==> src/rtl/instr_encoder.sv <==
// LEGv8 program loader: assembles symbolic instruction fields into
// 32-bit machine words and writes them sequentially to instruction memory.
module instr_encoder #(
  parameter int          ADDR_W    = 16,
  parameter int unsigned BASE_ADDR = 0,
  parameter int          DEPTH     = 256,
  parameter int          CNT_W     = $clog2(DEPTH) + 1
) (
  input  logic              clk,
  input  logic              reset,
  input  logic              start,
  input  logic              in_valid,
  output logic              in_ready,
  input  logic [3:0]        op,
  input  logic [4:0]        rd,
  input  logic [4:0]        rn,
  input  logic [4:0]        rm,
  input  logic [25:0]       imm,
  input  logic [1:0]        hw,
  output logic              wr_en,
  output logic [ADDR_W-1:0] wr_addr,
  output logic [31:0]       wr_data,
  input  logic              wr_ready,
  output logic              err,
  output logic              full,
  output logic [CNT_W-1:0]  word_count
);

  typedef enum logic [2:0] {
    IDLE, READY, ENCODE, WRITE, FULL
  } state_t;

  localparam logic [ADDR_W-1:0] BASE = ADDR_W'(BASE_ADDR);
  localparam logic [CNT_W-1:0]  LAST = CNT_W'(DEPTH - 1);

  state_t      state;
  logic [3:0]  op_q;
  logic [4:0]  rd_q;
  logic [4:0]  rn_q;
  logic [4:0]  rm_q;
  logic [25:0] imm_q;
  logic [1:0]  hw_q;

  logic [31:0] word;
  logic        ok;
  logic        s19;
  logic        s9;
  logic        rewind;

  // imm19 / imm9 fit when all bits above the field are sign copies
  assign s19 = (&imm_q[25:18]) | ~(|imm_q[25:18]);
  assign s9  = (&imm_q[25:8]) | ~(|imm_q[25:8]);

  assign rewind = start &&
    (state == IDLE || state == READY || state == FULL);

  // Encode the latched fields and judge their range
  always_comb begin
    word = '0;
    ok   = 1'b0;
    case (op_q)
      4'd0: begin
        word = {10'b1001000100, imm_q[11:0], rn_q, rd_q};
        ok   = ~(|imm_q[25:12]);
      end
      4'd1: begin
        word = {11'b10101011000, rm_q, 6'b0, rn_q, rd_q};
        ok   = 1'b1;
      end
      4'd2: begin
        word = {6'b000101, imm_q};
        ok   = 1'b1;
      end
      4'd3: begin
        word = {8'b01010100, imm_q[18:0], 5'b01011};
        ok   = s19;
      end
      4'd4: begin
        word = {8'b10110100, imm_q[18:0], rd_q};
        ok   = s19;
      end
      4'd5: begin
        word = {11'b11111000010, imm_q[8:0], 2'b00, rn_q, rd_q};
        ok   = s9;
      end
      4'd6: begin
        word = {11'b00111000010, imm_q[8:0], 2'b00, rn_q, rd_q};
        ok   = s9;
      end
      4'd7: begin
        word = {9'b111100101, hw_q, imm_q[15:0], rd_q};
        ok   = ~(|imm_q[25:16]);
      end
      4'd8: begin
        word = {9'b110100101, hw_q, imm_q[15:0], rd_q};
        ok   = ~(|imm_q[25:16]);
      end
      4'd9: begin
        word = {11'b11111000000, imm_q[8:0], 2'b00, rn_q, rd_q};
        ok   = s9;
      end
      4'd10: begin
        word = {11'b00111000000, imm_q[8:0], 2'b00, rn_q, rd_q};
        ok   = s9;
      end
      4'd11: begin
        word = {11'b11101011000, rm_q, 6'b0, rn_q, rd_q};
        ok   = 1'b1;
      end
      default: begin
        word = '0;
        ok   = 1'b0;
      end
    endcase
  end

  // Loader FSM with registered handshake and memory outputs
  always_ff @(posedge clk or posedge reset) begin
    if (reset) begin
      state      <= IDLE;
      in_ready   <= 1'b0;
      wr_en      <= 1'b0;
      wr_addr    <= BASE;
      wr_data    <= '0;
      err        <= 1'b0;
      full       <= 1'b0;
      word_count <= '0;
      op_q       <= '0;
      rd_q       <= '0;
      rn_q       <= '0;
      rm_q       <= '0;
      imm_q      <= '0;
      hw_q       <= '0;
    end else begin
      err <= 1'b0;
      if (rewind) begin
        state      <= READY;
        in_ready   <= 1'b1;
        wr_addr    <= BASE;
        word_count <= '0;
        full       <= 1'b0;
      end else begin
        case (state)
          READY: begin
            if (in_valid && in_ready) begin
              op_q     <= op;
              rd_q     <= rd;
              rn_q     <= rn;
              rm_q     <= rm;
              imm_q    <= imm;
              hw_q     <= hw;
              in_ready <= 1'b0;
              state    <= ENCODE;
            end
          end
          ENCODE: begin
            if (ok) begin
              wr_data <= word;
              wr_en   <= 1'b1;
              state   <= WRITE;
            end else begin
              err      <= 1'b1;
              in_ready <= 1'b1;
              state    <= READY;
            end
          end
          WRITE: begin
            if (wr_ready) begin
              wr_en      <= 1'b0;
              wr_addr    <= wr_addr + ADDR_W'(4);
              word_count <= word_count + CNT_W'(1);
              if (word_count == LAST) begin
                full  <= 1'b1;
                state <= FULL;
              end else begin
                in_ready <= 1'b1;
                state    <= READY;
              end
            end
          end
          default: ;
        endcase
      end
    end
  end

endmodule

==> config.mk <==
export PLATFORM = sky130hd
export DESIGN_NAME = instr_encoder
export DESIGN_NICKNAME = d
export VERILOG_FILES = /design/src/rtl/instr_encoder.sv
export SDC_FILE = /design/constraint.sdc
export NUM_CORES = 1
export LEC_CHECK = 0
export BUFFER_PORTS_ARGS = -buffer_cell sky130_fd_sc_hd__buf_2
export CORE_MARGIN = 5
export CORE_UTILIZATION = 52
export CTS_CLUSTER_DIAMETER = 50
export DETAILED_ROUTE_END_ITERATION = 16
export HOLD_SLACK_MARGIN = 0.03
export PLACE_DENSITY = 0.88
export SYNTH_ARGS = -nofsm -noshare
export SYNTH_HDL_FRONTEND = slang
export SYNTH_SLANG_ARGS = --single-unit
==> constraint.sdc <==
create_clock -name clk -period 7.15 [get_ports clk]
set_clock_uncertainty 0.05 [all_clocks]
set_input_delay 1.43 -clock clk [delete_from_list [all_inputs] [get_ports clk]]
set_output_delay 1.43 -clock clk [all_outputs]
set_load 0.005 [all_outputs]
* Yosys cells after proc, flatten, opt, wreduce, memory -nomap -nowiden
Index checks and enable logic that the tools add are counted.
** Cells by class
- Add/subtract/negate cells :: 2
- Eq/ne operators :: 22
- Multiplexer cells :: 30
- Bitwise operators :: 7
- Reductions and logical operators :: 28
** Operator list (number)
- 32-bit case mux with 12 select lines :: 1
- 16-bit two-way mux :: 3
- 9-bit two-way mux :: 3
- 18-bit AND reduction :: 1
- 18-bit OR reduction :: 1
- 16-bit by 3-bit adder with 16-bit output (second input constant) :: 1
- 4-bit by 3-bit == test with 1-bit output (second input constant) :: 4
- 4-bit == test (second input constant) :: 4
- 1-bit two-way mux :: 14
- 14-bit OR reduction :: 1
- 3-bit two-way mux :: 4
- 3-bit AND reduction :: 4
- 10-bit OR reduction :: 1
- 9-bit by 1-bit adder with 9-bit output (second input constant) :: 1
- 9-bit by 8-bit == test with 1-bit output (second input constant) :: 1
- 3-bit != test (second input constant) :: 3
- 3-bit case mux with 3 select lines :: 1
- 4-bit by 2-bit == test with 1-bit output (second input constant) :: 2
- 8-bit AND reduction :: 1
- 2-bit nonzero test :: 4
- 8-bit OR reduction :: 1
- 3-bit by 2-bit == test with 1-bit output (second input constant) :: 2
- 1-bit NOT :: 5
- 1-bit case mux with 5 select lines :: 1
- other kinds (20) :: 25
** Word-level totals
- Register bits after elaboration :: 111
- Bits of input ports :: 52
- Output and inout bits :: 61

* Longest topological paths before layout
- Word-level depth :: 7
- Gate-level depth with buffers :: 9

* Worst setup path before layout
No wires, ideal clock.
- Path type :: in2reg
- Start :: input in_valid
- End :: register hw_q[0]
- Arrival :: 2.690 ns
- Data required time :: 6.975 ns
- Path slack :: 4.285 ns
- Stages :: 5
- Path buffers :: 2
- Path through :: nand3_1 or4_1 clkbuf_1 clkbuf_1 mux2_2
** On the way
- Longest elaborated chain between the ends :: 2
** RTL lines
- from (decl) :: RTL line 12 : input logic in_valid,
- 1-bit logical AND :: RTL line 145 : if (in_valid && in_ready) begin
- 3-bit AND reduction (no line)
- to (signal assigned) :: RTL line 151 : hw_q <= hw;
- to (decl) :: RTL line 42 : logic [1:0] hw_q;
Every way passes these cells.
A chain may end at the register's enable or synchronous reset.

* Worst setup path after layout
- Start :: register op_q[3]
- End :: register wr_data[27]
** On the way
- Longest elaborated chain between the ends :: 4
- Elaborated cells on any way between the ends :: 19
** RTL lines
- from (decl) :: RTL line 37 : logic [3:0] op_q;
- from (signal assigned) :: RTL line 146 : op_q <= op;
- 4-bit == test, or another cell as far along :: RTL line 61 : case (op_q)
- 4-bit OR reduction (no line), or another cell as far along
- 1-bit case mux with 5 select lines :: RTL line 61
- 3-bit AND reduction (no line)
- to (signal assigned) :: RTL line 158 : wr_data <= word;
- to (decl) :: RTL line 22 : output logic [31:0] wr_data,
Several ways; a longest one is shown, not always the timed one.

==> metrics.md <==
| Metric | Value |
|---|---|
| Status | finished clean |
| Root buffer cell | clkbuf_8 |
| Most frequent cells in the layout | 110 x buf_2, 109 x dfrtp_1, 60 x nand2_1 |
| Clk sink count | 109 |
| Worst Hold Class | reg -> reg |
| PortBufs | 110 |
| Std cell rows | 37 |
| Die width | 111.8 um |
| Worst rel slew slack | 20.62% |
| Cts hold-fix bufs | 0 |
| Synth-to-layout area growth | 14.50% |
| Power per Cell Area | 393.9 mW/mm^2 |
| Antenna-violating nets left | 0 |
| Post-synth EDFFs | 0 |
| Htree depth | 3 |
| Antenna violations before repair | 0 |
| Period utilization | 50.80% |
| Peak VDD IR | 198.5 uV |
| CTS clk-pin slew, worst paths | 90 ps |
| Non-filler cells in the finished layout | 719 |
| Worst-path maximum fanout | 34 |
| Max-Cap Viols | 0 |
| Reg-to-Reg End | wr_data[27] |
| WS Path Type | reg -> reg |
| Vias | 4,201 |
| Final wirelength | 12,920 um |
| WHS Endpoint | wr_en |
| Final min period | 3632 ps |
| RSZ-0062 raised after global routing | no |
| Via density | 5.843 |
| Total grt overflow | 0 |
| # IOs | 113 |
| Final hold vios | 0 |
| Setup TNS | 0 ps |
| Clock Latency Late Sink | 360 ps |
| Pwr Total | 2.433 mW |
| Static Leak | 3.047 nW |
| Die area | 0.01251 sq mm |
| CTS buffer count | 9 |
| Post-synth top flop | dfrtp_1 |
| CTS tree | done |
| Setup Viol. Count Final | 0 |
| Detailed Routing Iterations Pass 1 | 10 |
| Largest net degree at the start of global routing | 58 |
| Synthesized area | 0.005394 sq mm |
| Pre-CTS setup slack | 3581 ps |
| Deepest clock path buffer count | 2 |
| Post-synthesis cell count | 480 |
| Slew Limit Fails | 0 |
| Die Span Y | 111.8 um |
| Synthesized flop and latch total | 109 |
| Post-Syn Area per Cell | 11.24 sq um |
| Post-cts resize count | 0 |
| Drt wl/cell | 17.97 um |
| PnR worst setup slack | 3518 ps |
| Initial Util | 52.72% |
| CP Data Arrival Time | 3840 ps |
| Reg2reg start | op_q[3] |
| Number of global-route vias before repair | 4,176 |
| Final RePlAce weighted congestion | 0.8593 |
| Ratio of cells with drive above 1 in the final layout | 36.71% |
| Final nets | 634 |
| DRC Markers | 0 |
| Crit start category | flop |
| WP data required | 7360 ps |
| First-pass GRT wire length | 21,550 um |
| # Post-CTS Setup Buffers | 0 |
| Worst R2R Path Depth | 7 |
| Placed Area | 0.006017 sq mm |
| # placed instances | 704 |
| Most common cell after layout, fill and taps aside | buf_2 |
| FILL cells | 835 |
| Util after Layout | 60.36% |
| Post-DP HPWL | 9427 um |
| Final instance area | 0.006176 sq mm |
| Maximum achievable frequency | 275.3 MHz |
| Least-Margin Pin Slew | 1181 ps |
| Total track usage | 21.29% |
| Total core area | 0.01023 sq mm |
| R2R setup slack | 3520 ps |
| YS warnings | 0 |
| Antenna cells | 0 |
| CP startpoint | op_q[3] |
| Initial DRC count | 544 |
| Post-synthesis sequential area ratio | 50.57% |
| Post-synthesis cell type count | 54 |
| Fin Hold WS | 440.9 ps |
| Asr flop ratio synth | 100.0% |
| Worst hold path startpoint | wr_en |
| CP Capture Type | flop |
| Worst hold path depth | 2 |
Yosys cell counts, types with 2 or more instances:
| master | instances | share of area (%) |
|---|---|---|
| ha_1 | 3 | 0.70 |
| mux2_4 | 25 | 7.0 |
| buf_2 | 3 | 0.28 |
| o21ai_2 | 2 | 0.32 |
| o21ai_0 | 25 | 2.3 |
| a222oi_1 | 12 | 2.2 |
| nand3_1 | 14 | 1.3 |
| nand4_1 | 10 | 1.2 |
| nor3_1 | 4 | 0.37 |
| nor2_1 | 30 | 2.1 |
| or4_1 | 4 | 0.56 |
| nand2_1 | 60 | 4.2 |
| inv_1 | 11 | 0.77 |
| and3_1 | 3 | 0.35 |
| clkbuf_1 | 16 | 1.1 |
| a22oi_1 | 7 | 0.97 |
| xnor2_1 | 4 | 0.65 |
| buf_4 | 2 | 0.28 |
| xor2_1 | 11 | 1.8 |
| mux2_2 | 52 | 11 |
| nor4bb_1 | 2 | 0.37 |
| a22o_1 | 3 | 0.49 |
| buf_1 | 2 | 0.14 |
| a21oi_1 | 20 | 1.9 |
| nor3b_1 | 2 | 0.28 |
| dfrtp_1 | 109 | 51 |
| or3_1 | 4 | 0.46 |
| nand2b_1 | 3 | 0.35 |
| nor4_1 | 4 | 0.46 |
| nor2b_1 | 2 | 0.23 |
| buf_6 | 4 | 0.84 |
| and2_1 | 2 | 0.23 |
| or2_2 | 2 | 0.23 |
| mux2i_1 | 2 | 0.37 |
| a21o_1 | 2 | 0.28 |
cells by family after synthesis:
logic type | after synthesis | synth area share (%)
compound gates | 82 | 10.35
other cells | 1 | 0.06952
buf+inv | 38 | 3.410
xor+xnor | 15 | 2.436
mux | 79 | 18.19
simple gates | 153 | 14.29
flops | 109 | 50.57
fa+ha+maj | 3 | 0.6960
cell type report:
type / count / area [sq um] / share of cell area [%]
Sequential cell: 109 / 2728 / 44.17
Multi-Input combinational cell: 334 / 2495 / 40.40
Timing Repair Buffer: 114 / 580.6 / 9.400
Tap cell: 136 / 170.2 / 2.755
Clock buffer: 13 / 148.9 / 2.411
Inverter: 11 / 43.79 / 0.7091
Clock inverter: 2 / 10.01 / 0.1621
power breakdown:
group          switching, mW  internal [mW]
combinational          0.458          0.501
clock                  0.190          0.134
sequential             0.309          0.841
total                  0.957           1.48
worst max-delay path, cell delays in order (launching register included):
cell and delay [ps]:
dfrtp_1 980, nand2b_1 260, a21oi_1 270, a221oi_2 410, nor4b_4 100, o21ai_4 630
buf_4 440, mux2_2 370
flip-flops by register name, summed over array words and instances, names as in the netlist:
register / flops
rm_q: 5
in_ready: 1
rn_q: 5
hw_q: 2
op_q: 4
err: 1
full: 1
word_count: 9
wr_en: 1
state: 3
imm_q: 26
rd_q: 5
wr_data: 32
wr_addr: 14
layer usage:
metal | part of all wire [%] | GRT usage, % | vias up
li1 | - | - | 1930
met1 | 42 | 29.20 | 2046
met2 | 47 | 33.21 | 197
met3 | 7.9 | 5.109 | 28
met4 | 2.5 | 7.543 | 0
met5 | 0 | 0 | -
how the worst max path moves through the flow:
stage / to / slack, ps / cells past startpoint
6_report: wr_data[27] / 3520 / 7
2_1_floorplan: err / 2800 / 1
5_1_grt: wr_data[25] / 3330 / 7
3_3_place_gp: wr_data[24] / 3760 / 7
4_1_cts: wr_data[28] / 3570 / 7
3_5_place_dp: wr_data[25] / 3580 / 7
Note: power is estimated with default switching activity, not from simulation.
